### config.mk
export PLATFORM = sky130hd
export DESIGN_NAME = gcd_lcm_stage
export DESIGN_NICKNAME = d
export VERILOG_FILES = /design/src/rtl/gcd_lcm_stage.sv
export SDC_FILE = /design/constraint.sdc
export NUM_CORES = 1
export LEC_CHECK = 0
export ABC_AREA = 1
export CORE_MARGIN = 2
export CORE_UTILIZATION = 53
export CTS_CLUSTER_SIZE = 30
export DETAILED_ROUTE_END_ITERATION = 12
export GPL_TIMING_DRIVEN = 0
export PLACE_DENSITY = 0.75
export SKIP_CTS_REPAIR_TIMING = 1
export SLEW_MARGIN = 20
export SYNTH_ARGS = -nofsm -noshare
export SYNTH_HDL_FRONTEND = slang
export SYNTH_SLANG_ARGS = --single-unit
### constraint.sdc
create_clock -name clk -period 3.2 [get_ports clk]
set_input_delay 0.32 -clock clk [delete_from_list [all_inputs] [get_ports clk]]
set_output_delay 0.32 -clock clk [all_outputs]
set_load 0.005 [all_outputs]
### src/rtl/gcd_lcm_stage.sv
// Captures (a, b, gcd) on a gcd_done rising edge and computes lcm = a*b/gcd.
// Shift-add multiply (W cycles), restoring divide (2W cycles), then one write-back edge.
module gcd_lcm_stage #(
    parameter int W = 8
) (
    input  logic           clk,
    input  logic           rst,
    input  logic [W-1:0]   a,
    input  logic [W-1:0]   b,
    input  logic [W-1:0]   gcd,
    input  logic           gcd_done,
    output logic [2*W-1:0] lcm,
    output logic           lcm_valid,
    output logic           busy,
    output logic           div_err,
    output logic           overrun
);
    localparam int CW = $clog2(2 * W);

    typedef enum logic [2:0] {S_IDLE, S_MUL, S_DIV, S_WB, S_DONE} state_t;

    state_t         state_q, state_d;
    logic           done_q;
    logic [2*W-1:0] mcand_q, mcand_d;
    logic [W-1:0]   rb_q, rb_d;
    logic [W-1:0]   rg_q, rg_d;
    logic [2*W-1:0] acc_q, acc_d;
    logic [W:0]     rem_q, rem_d;
    logic [CW-1:0]  cnt_q, cnt_d;
    logic [2*W-1:0] lcm_q, lcm_d;
    logic           lcm_valid_q, lcm_valid_d;
    logic           div_err_q, div_err_d;
    logic           overrun_q, overrun_d;
    logic           rise;
    logic [W:0]     rem_sh;

    assign rise   = gcd_done & ~done_q;
    // acc doubles as the product during MUL and the dividend/quotient during DIV
    assign rem_sh = {rem_q[W-1:0], acc_q[2*W-1]};

    always_comb begin
        state_d     = state_q;
        mcand_d     = mcand_q;
        rb_d        = rb_q;
        rg_d        = rg_q;
        acc_d       = acc_q;
        rem_d       = rem_q;
        cnt_d       = cnt_q;
        lcm_d       = lcm_q;
        lcm_valid_d = lcm_valid_q;
        div_err_d   = div_err_q;
        overrun_d   = overrun_q;

        case (state_q)
            S_MUL: begin
                if (rb_q[0]) acc_d = acc_q + mcand_q;
                mcand_d = mcand_q << 1;
                rb_d    = rb_q >> 1;
                cnt_d   = cnt_q + 1'b1;
                if (cnt_q == CW'(W - 1)) begin
                    state_d = S_DIV;
                    cnt_d   = '0;
                    rem_d   = '0;
                    if (rg_q == '0) acc_d = '0;
                end
                if (rise) overrun_d = 1'b1;
            end
            S_DIV: begin
                if (rg_q != '0) begin
                    if (rem_sh >= {1'b0, rg_q}) begin
                        rem_d = rem_sh - {1'b0, rg_q};
                        acc_d = {acc_q[2*W-2:0], 1'b1};
                    end else begin
                        rem_d = rem_sh;
                        acc_d = {acc_q[2*W-2:0], 1'b0};
                    end
                end
                cnt_d = cnt_q + 1'b1;
                if (cnt_q == CW'(2 * W - 1)) state_d = S_WB;
                if (rise) overrun_d = 1'b1;
            end
            S_WB: begin
                lcm_d       = acc_q;
                lcm_valid_d = 1'b1;
                div_err_d   = (rg_q == '0);
                state_d     = S_DONE;
            end
            default: ;
        endcase

        // Not busy: a rise starts a fresh computation, overriding any write-back
        if (rise && state_q != S_MUL && state_q != S_DIV) begin
            mcand_d     = {{W{1'b0}}, a};
            rb_d        = b;
            rg_d        = gcd;
            acc_d       = '0;
            rem_d       = '0;
            cnt_d       = '0;
            lcm_valid_d = 1'b0;
            div_err_d   = 1'b0;
            state_d     = S_MUL;
        end
    end

    always_ff @(posedge clk or posedge rst) begin
        if (rst) begin
            state_q     <= S_IDLE;
            done_q      <= 1'b0;
            mcand_q     <= '0;
            rb_q        <= '0;
            rg_q        <= '0;
            acc_q       <= '0;
            rem_q       <= '0;
            cnt_q       <= '0;
            lcm_q       <= '0;
            lcm_valid_q <= 1'b0;
            div_err_q   <= 1'b0;
            overrun_q   <= 1'b0;
        end else begin
            state_q     <= state_d;
            done_q      <= gcd_done;
            mcand_q     <= mcand_d;
            rb_q        <= rb_d;
            rg_q        <= rg_d;
            acc_q       <= acc_d;
            rem_q       <= rem_d;
            cnt_q       <= cnt_d;
            lcm_q       <= lcm_d;
            lcm_valid_q <= lcm_valid_d;
            div_err_q   <= div_err_d;
            overrun_q   <= overrun_d;
        end
    end

    assign lcm       = lcm_q;
    assign lcm_valid = lcm_valid_q;
    assign div_err   = div_err_q;
    assign overrun   = overrun_q;
    assign busy      = (state_q == S_MUL) || (state_q == S_DIV);
endmodule
# [Yosys cells after proc, flatten, opt, wreduce, memory -nomap -nowiden]
# Cells that the tools add are included.
# Widths: inputs -> output; s select.
[totals] ff_bits=83 input_bits=27 elab_cells=69 out_inout_bits=20
[op_classes] magnitude_cmp=1 reduce_logical=14 addsub=3 muxes=27 eq_ne=10 bitwise_logic=2
[ops] op="$mux 16" count=7
[ops] op="$mux 8" count=6
[ops] op="$pmux 16 s2" count=1
[ops] op="$add 16x16->16" count=1
[ops] op="$pmux 8 s2" count=1
[ops] op="$ge 9x8->1" count=1
[ops] op="$mux 3" count=3
[ops] op="$ne 3x3->1 const B" count=3
[ops] op="$pmux 3 s3" count=1
[ops] op="$logic_not 8->1" count=1
[ops] op="$mux 4" count=2
[ops] op="$pmux 4 s2" count=1
[ops] op="$reduce_bool 8->1" count=1
[ops] op="$sub 8x8->8" count=1
[ops] op="$eq 3x2->1 const B" count=2
[ops] op="$reduce_and 3->1" count=2
[ops] op="$mux 1" count=5
[ops] op="$add 4x1->4 const B" count=1
[ops] op="$eq 4x3->1 const B" count=1
[ops] op="$eq 4x4->1 const B" count=1
[ops] op="$reduce_and 2->1" count=2
[ops] op="$reduce_bool 2->1" count=2
[ops] op="$reduce_bool 4->1" count=1
[ops] op="$eq 3x1->1 const B" count=1
[ops] op="8 further kinds" count=9

# [Longest topological paths before layout]
[depth] depth_word=6 ltp_mapped=14 mapped_depth_nobuf=14

# [Worst setup path before layout]
# No wires, ideal clock.
[synth_path] path_type="reg-to-reg" startpoint="register rg_q[2]" endpoint="register rem_q[1]" t_required_ns=3.117 slack_ns=1.283 period_less_slack_ns=1.917 setup_time_ns=0.083 arrival_time_ns=1.834 n_path_buf=1 path_stages_with_launch=11 cell_sequence="dfrtp_1 > inv_1 > ha_1 > nand2_1 > nor2_1 > a211oi_1 > nand2_1 > buf_4 > nand2_1 > nand2_1 > o21ai_0"
[synth_via] elab_chain_cells=5 word_cells_on_any_way=8 classes_between="order compare (1); eq/ne (1); mux (4); reduce/logical (2)"
[synth_rtl] item="start: declaration" line="26" source="logic [W-1:0] rg_q, rg_d;"
[synth_rtl] item="start signal: assignment" line="124" source="rg_q <= rg_d;"
[synth_rtl] item="$ge 9x8->1" line="70" source="if (rem_sh >= {1'b0, rg_q}) begin"
[synth_rtl] item="$mux 8" line="70"
[synth_rtl] item="$mux 8" line="69" source="if (rg_q != '0) begin"
[synth_rtl] item="$pmux 8 s2" line="54" source="case (state_q)"
[synth_rtl] item="$mux 8" line="92" source="if (rise && state_q != S_MUL && state_q != S_DIV) begin"
[synth_rtl] item="end signal: assignment" line="126" source="rem_q <= rem_d;"
[synth_rtl] item="end: declaration" line="28" source="logic [W:0] rem_q, rem_d;"
# Parallel ways exist; a longest one is shown, timed or not. The select of a mux whose other input is x is not followed.
# A chain may end at the register's enable or synchronous reset.

# [Worst setup path after layout]
[layout_path] startpoint="register acc_q[15]" endpoint="register rem_q[5]"
[layout_via] elab_chain_cells=5 word_cells_on_any_way=6 classes_between="add/sub (1); order compare (1); mux (4)"
[layout_rtl] item="start: declaration" line="27" source="logic [2*W-1:0] acc_q, acc_d;"
[layout_rtl] item="start signal: assignment" line="112" source="acc_q <= '0;"
[layout_rtl] item="start signal: assignment" line="125" source="acc_q <= acc_d;"
[layout_rtl] item="$sub 8x8->8 or $ge 9x8->1 (tied branches)" line="71, 70"
[layout_rtl] item="$mux 8 *" line="70"
[layout_rtl] item="$mux 8 *" line="69"
[layout_rtl] item="$pmux 8 s2 *" line="54"
[layout_rtl] item="$mux 8 *" line="92"
# Mark *: on every way between the ends. The rest lies on a longest branch, timed or not. The select of a mux whose other input is x is not followed.

==> impl_summary.md <==
Global routing
The largest net degree at the start of global routing is 58. The total track usage is 0.263. The initial antenna violation count came to 0. The leftover overflow at the end of global routing is 0. The first global-routing pass estimated 21100 um of wire. The via count of the first global-routing pass is between 4000 and 5000.

Route
Dividing the detail-routed wire length by the instance count gives ~14 um. The DRC violations left is 0. Once detail routing completed, the nets flagged for antenna violations numbered 0. For this block, the initial DRC count from the detailed router was around 270.

Dividing the detail-routed via count by the number of cells gives between 5 and 6. The final route contains approximately 4700 vias. After detailed routing, the total wire length is approximately 12000 um. The number of iterations in the first detailed-routing pass is 4.

Critical path
For this run, the slowest stage of the critical path takes slightly below 0.6 ns. The worst setup path is of the flip-flop to flip-flop kind. The startpoint of the worst register-to-register path is acc_q[15].

The register-to-register setup slack is between 0.8 and 0.9 ns. Data on the critical path is required at its endpoint by 3.45 ns. STA classifies the critical path endpoint as a flip-flop. The endpoint identified for the worst register-to-register timing path is rem_q[5]. The maximum fanout along the worst path is 10. The highest-delay cell along the critical path is a211oi_1. The logic depth of the worst register-to-register path is 9. The critical path goes through inv_1 > ha_1 > nand2_1 > nor2_1 > a211oi_1 > nand2_1 > buf_4 > nor2_1 > o21ai_0. At the worst endpoint, the arrival time is 2.60 ns. STA classifies the critical path startpoint as a flip-flop.

Placement
At the end of routability-driven placement, the weighted congestion stood at just over 0.9. In this run the cell area measured after placement is roughly 5600 um2. The total of buffers placed on input and output ports is between 40 and 50.

The post-DP HPWL is about 9500 um.

STA
The share of the clock period used by the worst path is 0.736. The peak clock frequency supported by timing is between 400 and 500 MHz. The max-slew violation count came to 0. The clock skew is 0.0129 ns. Final hold analysis gives a worst-case slack of ~0.28 ns.

Setup violations remaining at the end of the flow were counted as 0. For the pin with the worst max-slew slack, the measured transition is approximately 0.7 ns. The clock period minus final worst setup slack is ~2.4 ns. Headroom to the max-slew limit came out at 0.518. Setup repair after global routing left no endpoint under its margin. The final count of hold timing violations is 0.

Floorplan
The die covers 10300 um2. The row count is 35. In this run the standard cell core region covers about 9200 um2.

The die width is about 100 um. The initial cell density of the core is 0.546. The die is approximately 100 um tall. During I/O placement, the number of pins put on the boundary was between 40 and 50.

Clock network
TritonCTS built the clock tree. The H-tree was split into 3 levels. Clock-pin slew was measured on the worst setup and hold paths at approximately 0.11 ns. The root buffer cell chosen for the clock tree is clkbuf_8. The sink count of the clock tree is slightly above 80. Buffers inserted during clock tree synthesis total 9. Counting along the longest clock path gives a buffer depth of 2. Clock latency on the worst-skew pair, taken at its later pin, is 0.37 ns.

Layout
The area growth from synthesis to layout is 16.5%. Summing all multi-input logic gate instances after layout gives between 2000 and 2500 um2. The fraction of layout instances using a drive strength above 1 is 0.0487. The repair_antennas step left the layout with diodes totalling 0. After the last flow step, the layout net total stands at just over 800. The design area is between 5000 and 6000 um2. The number of fillers in the final layout is 824. The sequential cells in the finished layout cover a total of 2080 um2. The share of the core filled with cells in the final layout is 0.636.

Pwr
The net switching fraction of the power is 0.492. The static leakage is between 3 and 4 nW. The largest vdd supply drop is between 0.5 and 0.6 mV. Internal power comes to approximately 3.3 mW. The share of total power dissipated in combinational logic is 0.588. In this run the power spent charging and discharging nets is 3.16 mW. Power spread over the standard cell area amounts to roughly 1100 nW/um2. The fraction of power consumed by sequential logic is 0.293. The clock power share is 0.119.

Synthesis
The post-synthesis instance area is between 5000 and 6000 um2. For this run, the register share of the synthesized area comes to 0.414. The synthesized area divided by synthesized cell count is between 7 and 8 um2. In the synthesized netlist, the number of instances is 696. The Yosys step of the flow raised 0 warnings. The number of distinct library cells after synthesis is 35. Counting flops with an async set or reset pin after synthesis yields a share of 1.00. The number of flops mapped to enable cells by yosys is 0. The number of synthesized register bits is between 80 and 90. Synthesis produced a netlist with a net count of about 750.

The leading register cell type out of synthesis is dfrtp_1.

Run
Max-cap violations in this run came to 0.

Worst hold path
The path class of the tightest hold or removal check is input port to asynchronous set/reset pin.

Outcome
The run finished with clean final reports.
-- worst max-delay path: cells and delay by family (launching register included) --
kind                     cells  cell delay [ns]
AND/OR/NAND/NOR              4             0.41
AO/OA/AOI/OAI                2             0.70
flip-flops                   1             0.45
buffers and inverters        2             0.35
adder cells (fa/ha/maj)      1             0.31
-- placed cells by master, fill, tap and decap left out, drive strengths merged, types with 2 or more instances in the layout --
master / instances
nand4: 3
buf: 6
a22oi: 13
nand2: 246
xor2: 4
ha: 24
a21oi: 34
dfrtp: 83
or2: 4
o21ai: 52
clkinv: 3
clkdlybuf4s50: 46
nand3: 41
nor2: 31
o22ai: 7
o211ai: 7
clkinvlp: 3
a211oi: 3
fa: 2
xnor2: 2
inv: 106
clkbuf: 24
nor3: 7
nand3b: 3
-- power by group through the flow --
stage / Clock (mW) / Combinational (mW) / Sequential, mW
3_3_place_gp: 0 / 3.64 / 1.87
4_1_cts: 0.781 / 3.76 / 1.88
6_report: 0.763 / 3.77 / 1.88
3_5_place_dp: 0 / 3.74 / 1.89
5_1_grt: 0.826 / 4.35 / 1.93
2_1_floorplan: 0 / 2.77 / 1.78
-- cell type report --
cell class | count | area share
tap | 111 | 0.0238
inverter | 105 | 0.0679
sequential | 83 | 0.355
clock buffer | 9 | 0.0212
buffer | 20 | 0.0158
timing repair buffer | 47 | 0.0835
multi-input combinational | 488 | 0.420
clock inverter | 7 | 0.0124
-- worst max-delay path by stage --
stage,startpoint,end,slack (ns),depth (start not counted)
6_report,acc_q[15],rem_q[5],0.84,9
5_1_grt,acc_q[15],rem_q[5],0.62,9
4_1_cts,acc_q[15],rem_q[5],0.87,9
3_5_place_dp,acc_q[15],rem_q[0],0.89,10
3_3_place_gp,rst,lcm[10],-0.61,2
2_1_floorplan,rst,acc_q[0],0.74,1
-- registers in the layout (all words and copies together), names as in the netlist --
| register | flops |
|---|---|
| acc_q | 16 |
| cnt_q | 4 |
| div_err | 1 |
| done_q | 1 |
| lcm | 16 |
| lcm_valid | 1 |
| mcand_q | 16 |
| overrun | 1 |
| rb_q | 8 |
| rem_q | 8 |
| rg_q | 8 |
| state_q | 3 |
-- cell families after synthesis --
logic type | synth area share
adder cells (fa/ha/maj) | 0.0678
XOR/XNOR | 0.0105
AND/OR/NAND/NOR | 0.275
AO/OA/AOI/OAI | 0.136
flip-flops | 0.414
buffers and inverters | 0.0970
-- per-layer routing --
layer	up-vias	GRT usage	routed length, um	share of wire
met5	-	0	0	0
met4	0	0.114	302	0.024
met3	24	0.0380	578	0.047
met2	124	0.428	5830	0.47
met1	2189	0.352	5680	0.46
li1	2341	-	-	-
-- metrics by stage --
stage          std cells  TNS [ns]  total power, mW  setup WS, ns
3_5_place_dp         854         0             5.64         0.887
3_3_place_gp         853    -49.90             5.51        -0.609
6_report             870         0             6.42         0.844
5_1_grt              870         0             7.10         0.617
4_1_cts              870         0             6.42         0.872
2_1_floorplan        696         0             4.55         0.743
-- cells in the mapped netlist, types with 2 or more instances --
library cell / count / area [um2]
a211oi_1: 3 / 22.5
a21oi_1: 34 / 170
a22oi_1: 13 / 97.6
buf_2: 2 / 10.0
buf_4: 2 / 15.0
clkbuf_1: 15 / 56.3
clkinv_1: 2 / 7.51
dfrtp_1: 83 / 2080
fa_1: 2 / 40.0
ha_1: 24 / 300
inv_1: 99 / 372
inv_2: 4 / 15.0
nand2_1: 243 / 912
nand2_2: 3 / 18.8
nand3_1: 41 / 205
nand3b_1: 3 / 22.5
nand4_1: 3 / 18.8
nor2_1: 29 / 109
nor3_1: 6 / 30.0
o211ai_1: 7 / 52.6
o21ai_0: 51 / 255
o22ai_1: 7 / 43.8
or2_2: 4 / 25.0
xnor2_1: 2 / 17.5
xor2_1: 4 / 35.0
Power figures use the tool's default switching activity.
